--- src/rtl/sprite_blitter.sv ---
// CHIP-8 DXYN sprite blitter: XORs an N-row, 8-pixel-wide sprite into a 64x32 monochrome framebuffer.
// Latency 5N+1 cycles (byte-aligned X) or 8N+1 cycles (unaligned X); memory reads stall until acked.
module sprite_blitter #(
  parameter logic [11:0] FB_BASE = 12'hF00
) (
  input  logic        clk,
  input  logic        reset,
  input  logic        start,
  input  logic [11:0] sprite_addr,
  input  logic [7:0]  x_in,
  input  logic [7:0]  y_in,
  input  logic [3:0]  n_rows,
  output logic        busy,
  output logic        done,
  output logic        collision,
  output logic        mem_read,
  output logic [11:0] mem_read_addr,
  input  logic [7:0]  mem_read_data,
  input  logic        mem_read_ack,
  output logic        mem_write,
  output logic [11:0] mem_write_addr,
  output logic [7:0]  mem_write_data
);

  typedef enum logic [3:0] {
    IDLE,
    RD_SPR,
    WT_SPR,
    RD_FB0,
    WT_FB0,
    WR_FB0,
    RD_FB1,
    WT_FB1,
    WR_FB1,
    DONE
  } state_t;

  state_t      state;
  logic [11:0] spr_base;
  logic [5:0]  xr;
  logic [4:0]  yr;
  logic [3:0]  nr;
  logic [3:0]  r;
  logic [7:0]  spr;

  logic [4:0]  row;
  logic [2:0]  shift;
  logic [2:0]  c0;
  logic [2:0]  c1;
  logic [3:0]  inv_shift;
  logic [7:0]  m0;
  logic [7:0]  m1;
  logic [11:0] fb_addr0;
  logic [11:0] fb_addr1;
  logic [3:0]  r_next;
  logic        last_row;
  logic [11:0] next_spr_addr;
  logic        unused_coord_bits;

  assign unused_coord_bits = ^{x_in[7:6], y_in[7:5]};

  // 5-bit row and 3-bit column arithmetic give the vertical and horizontal wrap for free.
  always_comb begin
    row           = yr + {1'b0, r};
    shift         = xr[2:0];
    c0            = xr[5:3];
    c1            = c0 + 3'd1;
    inv_shift     = 4'd8 - {1'b0, shift};
    m0            = spr >> shift;
    m1            = spr << inv_shift;
    fb_addr0      = FB_BASE + {4'd0, row, c0};
    fb_addr1      = FB_BASE + {4'd0, row, c1};
    r_next        = r + 4'd1;
    last_row      = (r_next >= nr);
    next_spr_addr = spr_base + {8'd0, r_next};
  end

  always_ff @(posedge clk) begin
    if (reset) begin
      state          <= IDLE;
      busy           <= 1'b0;
      done           <= 1'b0;
      collision      <= 1'b0;
      mem_read       <= 1'b0;
      mem_read_addr  <= 12'd0;
      mem_write      <= 1'b0;
      mem_write_addr <= 12'd0;
      mem_write_data <= 8'd0;
      spr_base       <= 12'd0;
      xr             <= 6'd0;
      yr             <= 5'd0;
      nr             <= 4'd0;
      r              <= 4'd0;
      spr            <= 8'd0;
    end else begin
      // Strobes and done are single-cycle pulses; states below raise them for one cycle.
      mem_read  <= 1'b0;
      mem_write <= 1'b0;
      done      <= 1'b0;

      case (state)
        IDLE: begin
          if (start) begin
            spr_base  <= sprite_addr;
            xr        <= x_in[5:0];
            yr        <= y_in[4:0];
            nr        <= n_rows;
            r         <= 4'd0;
            collision <= 1'b0;
            if (n_rows == 4'd0) begin
              state <= DONE;
              done  <= 1'b1;
              busy  <= 1'b0;
            end else begin
              state         <= RD_SPR;
              busy          <= 1'b1;
              mem_read      <= 1'b1;
              mem_read_addr <= sprite_addr;
            end
          end
        end

        RD_SPR: state <= WT_SPR;

        WT_SPR: begin
          if (mem_read_ack) begin
            spr           <= mem_read_data;
            state         <= RD_FB0;
            mem_read      <= 1'b1;
            mem_read_addr <= fb_addr0;
          end
        end

        RD_FB0: state <= WT_FB0;

        WT_FB0: begin
          if (mem_read_ack) begin
            state          <= WR_FB0;
            mem_write      <= 1'b1;
            mem_write_addr <= fb_addr0;
            mem_write_data <= mem_read_data ^ m0;
            collision      <= collision | (|(mem_read_data & m0));
          end
        end

        WR_FB0: begin
          if (shift != 3'd0) begin
            state         <= RD_FB1;
            mem_read      <= 1'b1;
            mem_read_addr <= fb_addr1;
          end else begin
            r <= r_next;
            if (last_row) begin
              state <= DONE;
              done  <= 1'b1;
              busy  <= 1'b0;
            end else begin
              state         <= RD_SPR;
              mem_read      <= 1'b1;
              mem_read_addr <= next_spr_addr;
            end
          end
        end

        RD_FB1: state <= WT_FB1;

        WT_FB1: begin
          if (mem_read_ack) begin
            state          <= WR_FB1;
            mem_write      <= 1'b1;
            mem_write_addr <= fb_addr1;
            mem_write_data <= mem_read_data ^ m1;
            collision      <= collision | (|(mem_read_data & m1));
          end
        end

        WR_FB1: begin
          r <= r_next;
          if (last_row) begin
            state <= DONE;
            done  <= 1'b1;
            busy  <= 1'b0;
          end else begin
            state         <= RD_SPR;
            mem_read      <= 1'b1;
            mem_read_addr <= next_spr_addr;
          end
        end

        DONE: state <= IDLE;

        default: state <= IDLE;
      endcase
    end
  end

endmodule

--- config.mk ---
export PLATFORM = sky130hd
export DESIGN_NAME = sprite_blitter
export DESIGN_NICKNAME = d
export VERILOG_FILES = /design/src/rtl/sprite_blitter.sv
export SDC_FILE = /design/constraint.sdc
export NUM_CORES = 1
export LEC_CHECK = 0
export CAP_MARGIN = 10
export CORE_UTILIZATION = 55
export CTS_CLUSTER_SIZE = 24
export DETAILED_ROUTE_END_ITERATION = 6
export GPL_TIMING_DRIVEN = 0
export PLACE_DENSITY = 0.84
export SKIP_LAST_GASP = 1
export SYNTH_ARGS = -nofsm -noshare
export SYNTH_HDL_FRONTEND = slang
export SYNTH_SLANG_ARGS = --single-unit
--- constraint.sdc ---
create_clock -name clk -period 7.4 [get_ports clk]
set_clock_uncertainty 0.15 [all_clocks]
set_input_delay 1.11 -clock clk [delete_from_list [all_inputs] [get_ports clk]]
set_output_delay 1.11 -clock clk [all_outputs]
set_load 0.05 [all_outputs]
==> results of run 1 <==
[critical path: stages, from the launching register on]
cell and delay [ns]:
dfxtp_1 0.44, nand3_1 0.12, xnor2_1 0.45, ha_1 0.30, nor3_1 0.07, or2_1 0.22
clkbuf_1 0.18, nor2_4 0.33, mux2_2 0.39, o221ai_1 0.19, a21oi_1 0.10
[power by group through the flow]
stage          combinational, mW  clock [mW]  sequential (mW)
2_1_floorplan              0.287           0            0.553
3_3_place_gp               0.486           0            0.495
3_5_place_dp               0.494           0            0.496
4_1_cts                    0.496       0.372            0.487
5_1_grt                    0.539       0.390            0.493
6_report                   0.505       0.369            0.488
[final cells by class]
class	instances	area [sq um]
clock inverter	7	105
timing repair buffer	73	731
multi-input combinational	477	3080
sequential	77	1540
tap	108	135
inverter	13	48.8
clock buffer	9	124
fill	708	2690
buffer	48	264
[routing by layer]
metal  global-route usage  vias up  wire length [um]
met3               0.0506       43              1560
met4                0.116        0               380
li1                     -     2363                 -
met2                0.472      320              6610
met1                0.462     2348              6350
met5                    0        -                 0
[flip-flops by register name, indices dropped and copies added (netlist names)]
name / cells
spr: 8
done: 1
spr_base: 12
mem_read_addr: 12
nr: 4
mem_write: 1
mem_write_addr: 9
busy: 1
collision: 1
mem_read: 1
mem_write_data: 8
state: 4
yr: 5
r: 4
xr: 6
[through the flow]
stage	hold slack [ns]	worst slack [ns]	std cells	power, mW	utilization
finish	0.308	4.35	812	1.36	0.692
global route	0.325	4.16	812	1.42	0.692
CTS	0.310	4.37	812	1.36	0.692
detailed placement	0.298	4.10	796	0.990	0.665
global placement	0.293	4.18	796	0.981	0.665
floorplan	0.286	4.80	615	0.839	-
[logic make-up (layout without fill, tap and decap cells)]
| family | after synthesis | after routing | synth area share |
|---|---|---|---|
| flip-flops | 77 | 77 | 0.312 |
| adder cells (fa/ha/maj) | 19 | 19 | 0.0512 |
| multiplexers | 30 | 30 | 0.0753 |
| XOR/XNOR | 24 | 24 | 0.0426 |
| AND/OR/NAND/NOR | 237 | 237 | 0.234 |
| AO/OA/AOI/OAI | 167 | 167 | 0.221 |
| buffers and inverters | 61 | 150 | 0.0634 |
[cells in the final DEF, fill, tap and decap left out, types with 3 or more instances in the layout]
cell type          n
nor4_1             4
inv_1             12
nand3_1           19
a31oi_1            7
clkbuf_8           9
nor3_1            17
xnor2_1           14
o211ai_1           4
nand3b_1           9
mux2i_1           21
clkdlybuf4s50_1   73
or3_1              5
a22oi_1            6
o21ai_1            3
clkbuf_1          16
a211oi_1          12
buf_2             18
o221ai_1           8
dfxtp_1           77
nor2b_1            6
o21a_1             3
mux4_2             4
nand2b_1           4
nor2_1            45
nand2_1          102
or2_1              3
a21oi_1           68
xor2_1            10
ha_1              17
o21ai_0           20
buf_4              8
mux2_2             4
a21o_1            10
buf_6              4
[worst min-delay path by stage]
stage,start,to,slack [ns],cells after the start
5_1_grt,mem_write_data[7]$_SDFFE_PP0P_,mem_write_data[7]$_SDFFE_PP0P_,0.33,2
3_3_place_gp,mem_write_data[7]$_SDFFE_PP0P_,mem_write_data[7]$_SDFFE_PP0P_,0.29,2
3_5_place_dp,mem_write_data[5]$_SDFFE_PP0P_,mem_write_data[5]$_SDFFE_PP0P_,0.30,2
2_1_floorplan,nr[1]$_SDFFE_PP0P_,nr[1]$_SDFFE_PP0P_,0.29,2
4_1_cts,mem_write_data[5]$_SDFFE_PP0P_,mem_write_data[5]$_SDFFE_PP0P_,0.31,2
6_report,mem_write_data[7]$_SDFFE_PP0P_,mem_write_data[7]$_SDFFE_PP0P_,0.31,2
==> results.ini, run 1 <==
[timing]
slew_headroom=0.543
setup_viol_count_final=0
min_period_over_period=0.413
rsz0062_at_grt=false
finalSetupTns_ns=0
hold_violations=0
drv_slew=0
finalCriticalPeriod_ns=3.05
max_freq_mhz=327
worstMarginPinSlew_ns=0.685

[pwr]
p_seq_frac=0.358
power_density_nw_per_um2=226
ir_drop_uv=127
p_sw_frac=0.385
leakage_nw=2.26
power_switching_uw=524
clock_power_share=0.271
power.internal_uw=838
pwr-share-comb=0.371

[place]
gp_congestion=0.932
numPortBuffers=73
hpwlAfterDp_mm=11.1
place_area_sq_um=5800

[drt]
ant_nets=0
wl_mm=14.9
via_per_inst=6.25
vias=5074
dr.pass1.iters=6
first_iter_violations=508
drc=0
wl_per_cell_um=18.4

[worst_hold_path]
min_path_type=register to register

[cells_and_area]
finalNetCount=762
area_growth_pct=22.2
design_area_sq_um=6030
diodes=0
drive_gt1_frac=0.0994

[critical_path]
worstSetupPathType=register to register
r2r_cells=10
arrival_ns=3.14
setup.worst_path.start=r[1]$_SDFFE_PP0P_
r2r_end=mem_read_addr[10]$_SDFFE_PP0P_
cp-end-kind=register
timing.rr.start=r[1]$_SDFFE_PP0P_
reg2reg_slack_ns=4.35
critPathLaunchType=register
critPathRequiredTime_ns=7.49
crit_path_max_fanout=10
cp-endpoint=mem_read_addr[10]$_SDFFE_PP0P_

[synth]
synth_edf_count=0
synth_warnings=0
ys.flop_type=dfxtp_1
ys_ff_latch=77
synthCells=615
synth_seq_area_share=0.312
syn_area_per_cell_sq_um=8.03
yosys.area.top_type_share=0.312
yosysMostFrequentCell=nand2_1
async_reset_ff_frac=0
syn-cell-area_sq_um=4940
syn-num-nets=678
synth_top_area_cell=dfxtp_1
synth_commonest_cells=nand2_1, dfxtp_1, a21oi_1
synthDistinctLibCells=78
ys_top_cells_by_area=dfxtp_1, nand2_1, a21oi_1

[clock_network]
htree_levels=3
cts-resized-gates=0
clkSinkCount=77
cts_made_buffers=9
cts_tree=done
root_buffer=clkbuf_8
post_cts_buffers=0
hold_buffers=0
clk_pin_slew_worst_paths_ns=0.10
cts_max_path_buffers=2
clk_latency_ns=0.36

[floorplanning]
die_area_sq_um=9360
io-pin-count=81
die_width_um=96.7
initial_core_util=0.566
core_area_sq_um=8720
die_y_um=96.7
num_rows=34

[grt]
antenna_found_initial=0
grt_pass1_wl_mm=23.8
gr-usage-all-layers=0.317
grt_pass1_vias=4603
grt-ovfl-total=0
grt_max_degree=16

[status]
status=complete, no violations

[job]
cap_viol_max_count=0

Power figures use the tool's default switching activity.
==> inputs of run 2 (changes only) <==
- CORE_UTILIZATION: 55 -> 49
- PLACE_DENSITY: 0.84 -> 0.79
- clock period: 7.4 -> 2.7 ns (I/O delays scaled with it)
==> run 2 against run 1 <==
  * Via count decreased by 1.9%
  * Highest routed layer unchanged
  * Routed wire length grew 3.2%
  * Critical endpoint unchanged
  * Non-clock buffer count increased by 1
==> results.ini, run 2 (same netlist as run 1, synthesis figures left out) <==
[floorplanning]
initial_core_util=0.505
num_rows=36
io-pin-count=81
die_y_um=102
die_width_um=102
die_area_sq_um=10500
core_area_sq_um=9770

[critical_path]
reg2reg_slack_ns=0.03
timing.rr.start=r[1]$_SDFFE_PP0P_
r2r_cells=9
worstPathCellList=ha_2 -> xor2_2 -> ha_2 -> nand3_1 -> a2111oi_2 -> xor2_1 -> mux2_2 -> o221ai_1 -> a21oi_1
cp_slowest_cell=dfxtp_2
critPathRequiredTime_ns=2.78
arrival_ns=2.75
r2r_end=mem_read_addr[10]$_SDFFE_PP0P_
worst-path-buf-inv=0
crit_path_frequent_cell=ha_2
cp_top_family=adder cells
cp-end-kind=register
cp_slowest_stage_delay_ns=0.41
crit_path_max_fanout=5
worstSetupPathType=register to register
critPathLaunchType=register

[worst_hold_path]
min_to=mem_write_addr[4]$_SDFFE_PP0P_
min_path_type=register to register
min_path_cells=2
hp-start=mem_write_addr[4]$_SDFFE_PP0P_

[cells_and_area]
top_regs=mem_read_addr: 12 flops, spr_base: 12 flops, mem_write_addr: 9 flops
drive_gt1_frac=0.128
diodes=0
area_growth_pct=25.4
fin_util=0.633
final_common_cell=nand2_1
finalNetCount=763
final_cell_mix=nand2_1, dfxtp_1, clkdlybuf4s50_1, a21oi_1, nor2_1
instances_no_fill=837
design_area_sq_um=6190

[timing]
drv_slew=0
setup_viol_count_final=0
hold_violations=0
slew_headroom=0.537
finalCriticalPeriod_ns=2.67
worstMarginPinSlew_ns=0.694
holdWs_ns=0.305
min_period_over_period=0.987
max_freq_mhz=375
rsz0062_at_grt=true

[pwr]
ir_drop_uv=350
power_density_nw_per_um2=617
leakage_nw=2.28

[place]
hpwlAfterDp_mm=11.4
dp_cells=821
place_area_sq_um=5830
numPortBuffers=73
gp_congestion=0.958

[clock_network]
cts_tree=done
clk_pin_slew_worst_paths_ns=0.09
root_buffer=clkbuf_8
htree_levels=3
cts_max_path_buffers=2
cts_made_buffers=9
hold_buffers=0
clkSinkCount=77
clk_latency_ns=0.37

[grt]
grt_pass1_wl_mm=23.8
grt-ovfl-total=0
grt_pass1_vias=4605
antenna_found_initial=0
gr-usage-all-layers=0.299
grt_max_degree=14

[drt]
dr.pass1.iters=5
vias=4979
wl_mm=15.4
drc=0
wl_per_cell_um=18.4
ant_nets=0
via_per_inst=5.95
first_iter_violations=419

[job]
cap_viol_max_count=0

[status]
status=complete, no violations

run 2: worst register-to-register path: stages, from the launching register on:
cell,delay (ns)
dfxtp_2,0.41
ha_2,0.25
xor2_2,0.10
ha_2,0.40
nand3_1,0.18
a2111oi_2,0.37
xor2_1,0.11
mux2_2,0.28
o221ai_1,0.18
a21oi_1,0.09
run 2: worst max-delay path by stage:
stage                            startpoint                             end  slack, ns  cells past startpoint
final                     r[1]$_SDFFE_PP0P_  mem_read_addr[10]$_SDFFE_PP0P_       0.03                      9
after global routing      r[1]$_SDFFE_PP0P_  mem_read_addr[10]$_SDFFE_PP0P_      -0.12                      9
after CTS                 r[1]$_SDFFE_PP0P_  mem_read_addr[10]$_SDFFE_PP0P_      -0.02                      9
after detailed placement  r[1]$_SDFFE_PP0P_  mem_read_addr[10]$_SDFFE_PP0P_      -0.31                     10
after global placement    r[1]$_SDFFE_PP0P_  mem_read_addr[10]$_SDFFE_PP0P_      -0.16                     10
after floorplan           r[1]$_SDFFE_PP0P_  mem_read_addr[10]$_SDFFE_PP0P_       0.21                     10
run 2: through the flow:
step | TNS [ns] | power [mW] | setup WS, ns
floorplan | 0 | 2.30 | 0.210
finish | 0 | 3.82 | 0.0343
CTS | -0.0245 | 3.79 | -0.0245
global route | -0.148 | 3.99 | -0.118
detailed placement | -1.94 | 2.72 | -0.313
global placement | -0.799 | 2.70 | -0.161
run 2: layout make-up:
class / count / area (sq um)
fillers: 893 / 3590
multi-input cells: 477 / 3180
flip-flops and latches: 77 / 1550
repair buffers: 76 / 753
plain buffers: 46 / 256
well taps: 133 / 166
clock buffers: 9 / 124
clock inverters: 6 / 111
inverters: 13 / 51.3
run 2: power by group:
part           total (mW)  internal [mW]  switching [mW]
sequential           1.34           1.25          0.0938
combinational        1.41          0.533           0.881
clock                1.06          0.610           0.454
total                3.82           2.39            1.43
run 2: what timing repair did:
action	CTS	global route
gates cloned	0	0
setup buffers	2	1
endpoints found under the setup margin	16	18
gates resized for setup	7	20
pin swaps	1	1
run 2: metal layers:
layer  part of all wire  vias up  global-route usage
met5                  0        -                   0
met4              0.027        0               0.124
met3              0.079       33              0.0595
met2               0.45      266               0.451
met1               0.45     2300               0.415
li1                   -     2380                   -
==> patch 1, RTL diff (flow settings as in run 1) <==
Make the reset (`reset`) asynchronous in one clocked block.
--- a/src/rtl/sprite_blitter.sv
+++ b/src/rtl/sprite_blitter.sv
@@ -76,5 +76,5 @@
   end
 
-  always_ff @(posedge clk) begin
+  always_ff @(posedge clk or posedge reset) begin
     if (reset) begin
       state          <= IDLE;
Behaviour: differs if reset is asserted again (counterexample within 4 cycles, from zero or initial values and one cycle with reset high); with reset held inactive, the same outputs for 10 cycles.
==> patch 1 against run 1 <==
- setup slack better by 36 ps
- wire length fell by 13%
- final cell count down 17%
- via count is 19% lower
- sequential cell count is the same
- design area down 0.48%
- global-route usage shrank 2.1 points
- synthesized area fell by 0.63%
- die area fell by 0.62%
- first-iteration DRC count down 62%
- critical path type unchanged
- critical endpoint is now mem_read_addr[3]$_DFFE_PP0P_
- highest routed layer unchanged
Power is not compared: it rests on default switching activity, and its combinational part moved more than twofold at a synthesized area within 25%.
==> patch 1: results (changes against run 1) <==
Layout
  • FILL cells: 695 (-1.8%)
  • Share of layout cells above drive strength 1: 18.07% (+8.1 points)
  • FF+latch area: 1927 µm² (+25%)
  • # diodes: 0 (unchanged)
  • Largest registers: mem_read_addr x12, spr_base x12, mem_write_addr x9
  • Nets: 627 (-18%)
  • Post-Layout Cell Count: 678 (-17%)

STA
  • Setup TNS: 0 ps (unchanged)
  • Part of the cycle the worst path needs: 40.78% (-0.49 points)
  • Slew headroom: 45.84% (-8.5 points)

Placed design
  • Cell total after placement: 662 (-17%)
  • DP Area: 5821 µm² (+0.32%)
  • Port Buf Inserts: 75 (+2.7%)
  • Place WS: 4111 ps (+7.390 ps)
  • Placer's final routability congestion estimate: 0.9631 (+3.4%)
  • HPWL Detailed: 10010 µm (-9.6%)

Run
  • Max_cap viols: 0 (unchanged)

Logic synthesis
  • Syn. warnings: 0 (unchanged)
  • Register area share after synthesis: 39.29% (+8.1 points)
  • Synth Instances: 478 (-22%)
  • Cell variety after synth: 73 (-6.4%)
  • Async S/R FF share, synth: 100.0% (+100 points)
  • Most common library cells after synthesis: 77 x dfrtp_1, 46 x nand2_1, 37 x mux2_2
  • Syn nets: 540 (-20%)
  • Dominant cells by area after synthesis: dfrtp_1 39%, mux2_2 8.5%, ha_1 4.1%

Power
  • Net switching power: 1.535 mW
  • Pint: 1.586 mW
  • Sequential share of power: 25.7%
  • Clock network power share: 9.7%
  • Leak: 2.551 nW

Clock network
  • Clock root buffer: clkbuf_8
  • Clk slew on worst S/H paths: 90 ps
  • H-Tree Depth: 3 (unchanged)
  • Post-cts resize count: 0 (unchanged)
  • Post-CTS Setup Bufs: 0 (unchanged)
  • Clk_lat worst skew: 370 ps

GRT
  • Pin count of the biggest net entering global routing: 57 (+41)
  • Initial antenna violation count: 0 (unchanged)
  • Number of global-route vias before repair: 3922 (-15%)
  • First-pass GRT wire length: 20450 µm (-14%)
  • Tot GR Track Use: 29.65% (-2.1 points)

Outcome
  • Outcome: finished, final reports clean

Detailed routing
  • DR vias/cell: 6.035 (-3.4%)
  • Initial DRC count: 195 (-62%)
  • First-pass DRT Iterations: 7 (+1)
  • Post-Route WL: 13030 µm (-13%)

Setup path
  • Biggest fanout along the worst timing path: 9 (-1)
patch 1: per-layer routing:
metal,track usage (%),share of wire (%),vias up
li1,-,-,1919
met1,39.79,44,2007
met2,49.41,49,146
met3,3.365,5.1,20
met4,11.15,1.9,0
met5,0,0,-
patch 1: cells by family after synthesis:
kind of cell    count (synthesis)  synth area share (%)
xor+xnor                       25                 4.464
mux                            59                 13.67
fa+ha+maj                      18                 4.898
simple gates                  111                 11.86
compound gates                136                 19.97
buf+inv                        52                 5.842
flops                          77                 39.29
patch 1: final timing paths:
| kind | to | depth (start not counted) | slack [ps] | start |
|---|---|---|---|---|
| min in group asynchronous | mem_write_addr[4]$_DFFE_PP0P_ | 2 | 890 | reset |
| min reg2reg | mem_write_data[2]$_DFFE_PP0P_ | 2 | 340 | mem_write_data[2]$_DFFE_PP0P_ |
| max reg2reg | mem_read_addr[3]$_DFFE_PP0P_ | 9 | 4380 | r[0]$_DFFE_PP0P_ |
| max | mem_read_addr[3]$_DFFE_PP0P_ | 9 | 4380 | r[0]$_DFFE_PP0P_ |
| max in group asynchronous | spr_base[6]$_DFFE_PP0P_ | 3 | 5610 | reset |
| min | mem_write_data[2]$_DFFE_PP0P_ | 2 | 340 | mem_write_data[2]$_DFFE_PP0P_ |
patch 1: cell type report:
type,count,area share (%)
Clock buffer,9,2.064
Tap cell,108,2.251
Buffer,27,3.169
Timing Repair Buffer,76,12.97
Clock inverter,7,0.9589
Inverter,25,1.647
Sequential cell,77,32.10
Multi-Input combinational cell,349,44.84
patch 1: critical path: stages (launching register included):
cell       delay, ps
dfrtp_1          510
ha_1             260
xor2_1           260
ha_1             280
o21a_1           170
o2bb2ai_1        490
and2_0           210
clkbuf_1         270
a221oi_1         170
o2bb2ai_2        180
==> patch 2, RTL diff (settings of run 1) <==
Without the edit above. Re-encode `state_t` (10 states) as one-hot, 10 bits wide.
--- a/src/rtl/sprite_blitter.sv
+++ b/src/rtl/sprite_blitter.sv
@@ -23,15 +23,15 @@
 );
 
-  typedef enum logic [3:0] {
-    IDLE,
-    RD_SPR,
-    WT_SPR,
-    RD_FB0,
-    WT_FB0,
-    WR_FB0,
-    RD_FB1,
-    WT_FB1,
-    WR_FB1,
-    DONE
+  typedef enum logic [9:0] {
+    IDLE   = 10'b0000000001,
+    RD_SPR = 10'b0000000010,
+    WT_SPR = 10'b0000000100,
+    RD_FB0 = 10'b0000001000,
+    WT_FB0 = 10'b0000010000,
+    WR_FB0 = 10'b0000100000,
+    RD_FB1 = 10'b0001000000,
+    WT_FB1 = 10'b0010000000,
+    WR_FB1 = 10'b0100000000,
+    DONE   = 10'b1000000000
   } state_t;
 
Check against the original RTL: same outputs for any inputs over 4 cycles, from zero or initial values and one cycle with reset high; so few cycles prove little.
==> patch 2 against run 1 <==
- synthesized area rose by 1.2%
- die area up 1.2%
- hold slack worse by 7.9 ps
- design area up 0.12%
- setup slack worse by 360 ps
- sequential share of layout area is 2.0 points higher
- sequential cell count grew 6
- wire length increased by 6.0%
- critical path type unchanged
- sequential power rose by 12%
- power is 4.4% higher
==> patch 2: results (changes against run 1) <==
Clock network
  • Clk slew on worst S/H paths: 90 ps

GRT
  • Tot GR Track Use: 33.95% (+2.2 points)
  • Met3 usage: 5.108% (+0.050 points)
  • First-pass GRT wire length: 25300 µm (+6.1%)
  • M2 GR Usage: 55.36% (+8.1 points)
  • Met1 GRT Util: 44.95% (-1.2 points)
  • Number of global-route vias before repair: 4901 (+6.5%)

Placed design
  • Port Buf Inserts: 72 (-1.4%)
  • Place WS: 4019 ps (-84.90 ps)
  • DP Area: 5852 µm² (+0.86%)
  • Cell total after placement: 802 (+0.75%)
  • Placer's final routability congestion estimate: 0.9359 (+0.46%)
  • HPWL Detailed: 11960 µm (+8.0%)

Logic synthesis
  • Register area share after synthesis: 33.26% (+2.0 points)
  • Cell variety after synth: 72 (-7.7%)
  • Synth Instances: 622 (+1.1%)
  • Most common library cells after synthesis: 119 x nand2_1, 83 x dfxtp_1, 74 x a21oi_1
  • Syn nets: 684 (+0.88%)
  • Dominant cells by area after synthesis: dfxtp_1 33%, nand2_1 8.9%, a21oi_1 7.4%

Setup path
  • Slowest stage delay, CP: 400 ps (-50 ps)
  • CP max stage cell: buf_1
  • Setup crit start: xr[1]$_SDFFE_PP0P_
  • Critical path arrival: 3510 ps (+370 ps)

Layout
  • Post-Layout Cell Count: 818 (+0.74%)
  • FILL cells: 733 (+3.5%)
  • Nets: 767 (+0.66%)
  • Share of layout cells above drive strength 1: 10.00% (+0.057 points)
  • Largest registers: mem_read_addr x12, spr_base x12, state x10

Floorplanning
  • Full die area: 9469 µm² (+1.2%)

Detailed routing
  • Initial DRC count: 380 (-25%)
  • DR vias/cell: 6.370 (+1.9%)
  • First-pass DRT Iterations: 5 (-1)
  • Average wire per standard cell: 19.32 µm (+5.3%)

STA
  • Worst-Margin Slew: 825.1 ps (+140.0 ps)

Min path
  • Worst hold start: mem_read_addr[0]$_SDFFE_PP0P_
  • Hold/Removal Path Class: register to register

Power
  • Leak: 2.248 nW (-0.43%)
  • VDD IR-drop max: 0.1556 mV (+23%)

Outcome
  • Outcome: finished, final reports clean
[patch 2: critical path: cells and delay by family (launching register included)]
kind | cells | cell delay, ps
compound gates | 4 | 770
simple gates | 2 | 480
buf+inv | 3 | 1000
flops | 1 | 320
fa+ha+maj | 2 | 560
[patch 2: power breakdown]
part	internal, mW	switching [mW]
clock network	0.136	0.182
registers	0.500	0.0461
logic	0.200	0.358
[patch 2: final cells by class]
cell class / count / area (µm²) / share of cell area, %
Buffer: 45 / 225.2 / 3.730
Inverter: 14 / 52.55 / 0.8703
Sequential cell: 83 / 1662 / 27.52
Clock inverter: 5 / 45.04 / 0.7460
Tap cell: 108 / 135.1 / 2.238
Clock buffer: 11 / 141.4 / 2.341
Multi-Input combinational cell: 480 / 3057 / 50.62
Timing Repair Buffer: 72 / 720.7 / 11.94
[patch 2: stage by stage]
| step | util (%) | power, mW |
|---|---|---|
| CTS | 68.90 | 1.416 |
| global placement | 66.78 | 1.088 |
| global route | 68.90 | 1.490 |
| floorplan | - | 0.9294 |
| finish | 68.90 | 1.422 |
| detailed placement | 66.78 | 1.101 |
[patch 2: kinds of logic (layout without fill, tap and decap cells)]
kind of cell / after synthesis / count (layout) / share of synthesized area [%]
DFF: 83 / 83 / 33.26
xor gates and xnor gates: 28 / 28 / 4.908
adders and majority gates: 18 / 18 / 4.808
AOI/OAI and AO/OA: 158 / 158 / 20.76
and+or+nand+nor: 253 / 253 / 24.22
muxes: 23 / 23 / 6.486
buffers and inverters: 59 / 147 / 5.560
[patch 2: worst paths after layout]
path / to / slack, ps / cells after the start
hold / removal: mem_read_addr[0]$_SDFFE_PP0P_ / 300 / 2
hold reg to reg: mem_read_addr[0]$_SDFFE_PP0P_ / 300 / 2
setup / recovery: collision$_SDFFE_PP0P_ / 3990 / 11
setup reg to reg: collision$_SDFFE_PP0P_ / 3990 / 11
[patch 2: metal layers]
| metal | vias to the layer above | wire length (µm) |
|---|---|---|
| li1 | 2379 | - |
| met1 | 2462 | 6408 |
| met2 | 317 | 7404 |
| met3 | 53 | 1487 |
| met4 | 0 | 504 |
| met5 | - | 0 |
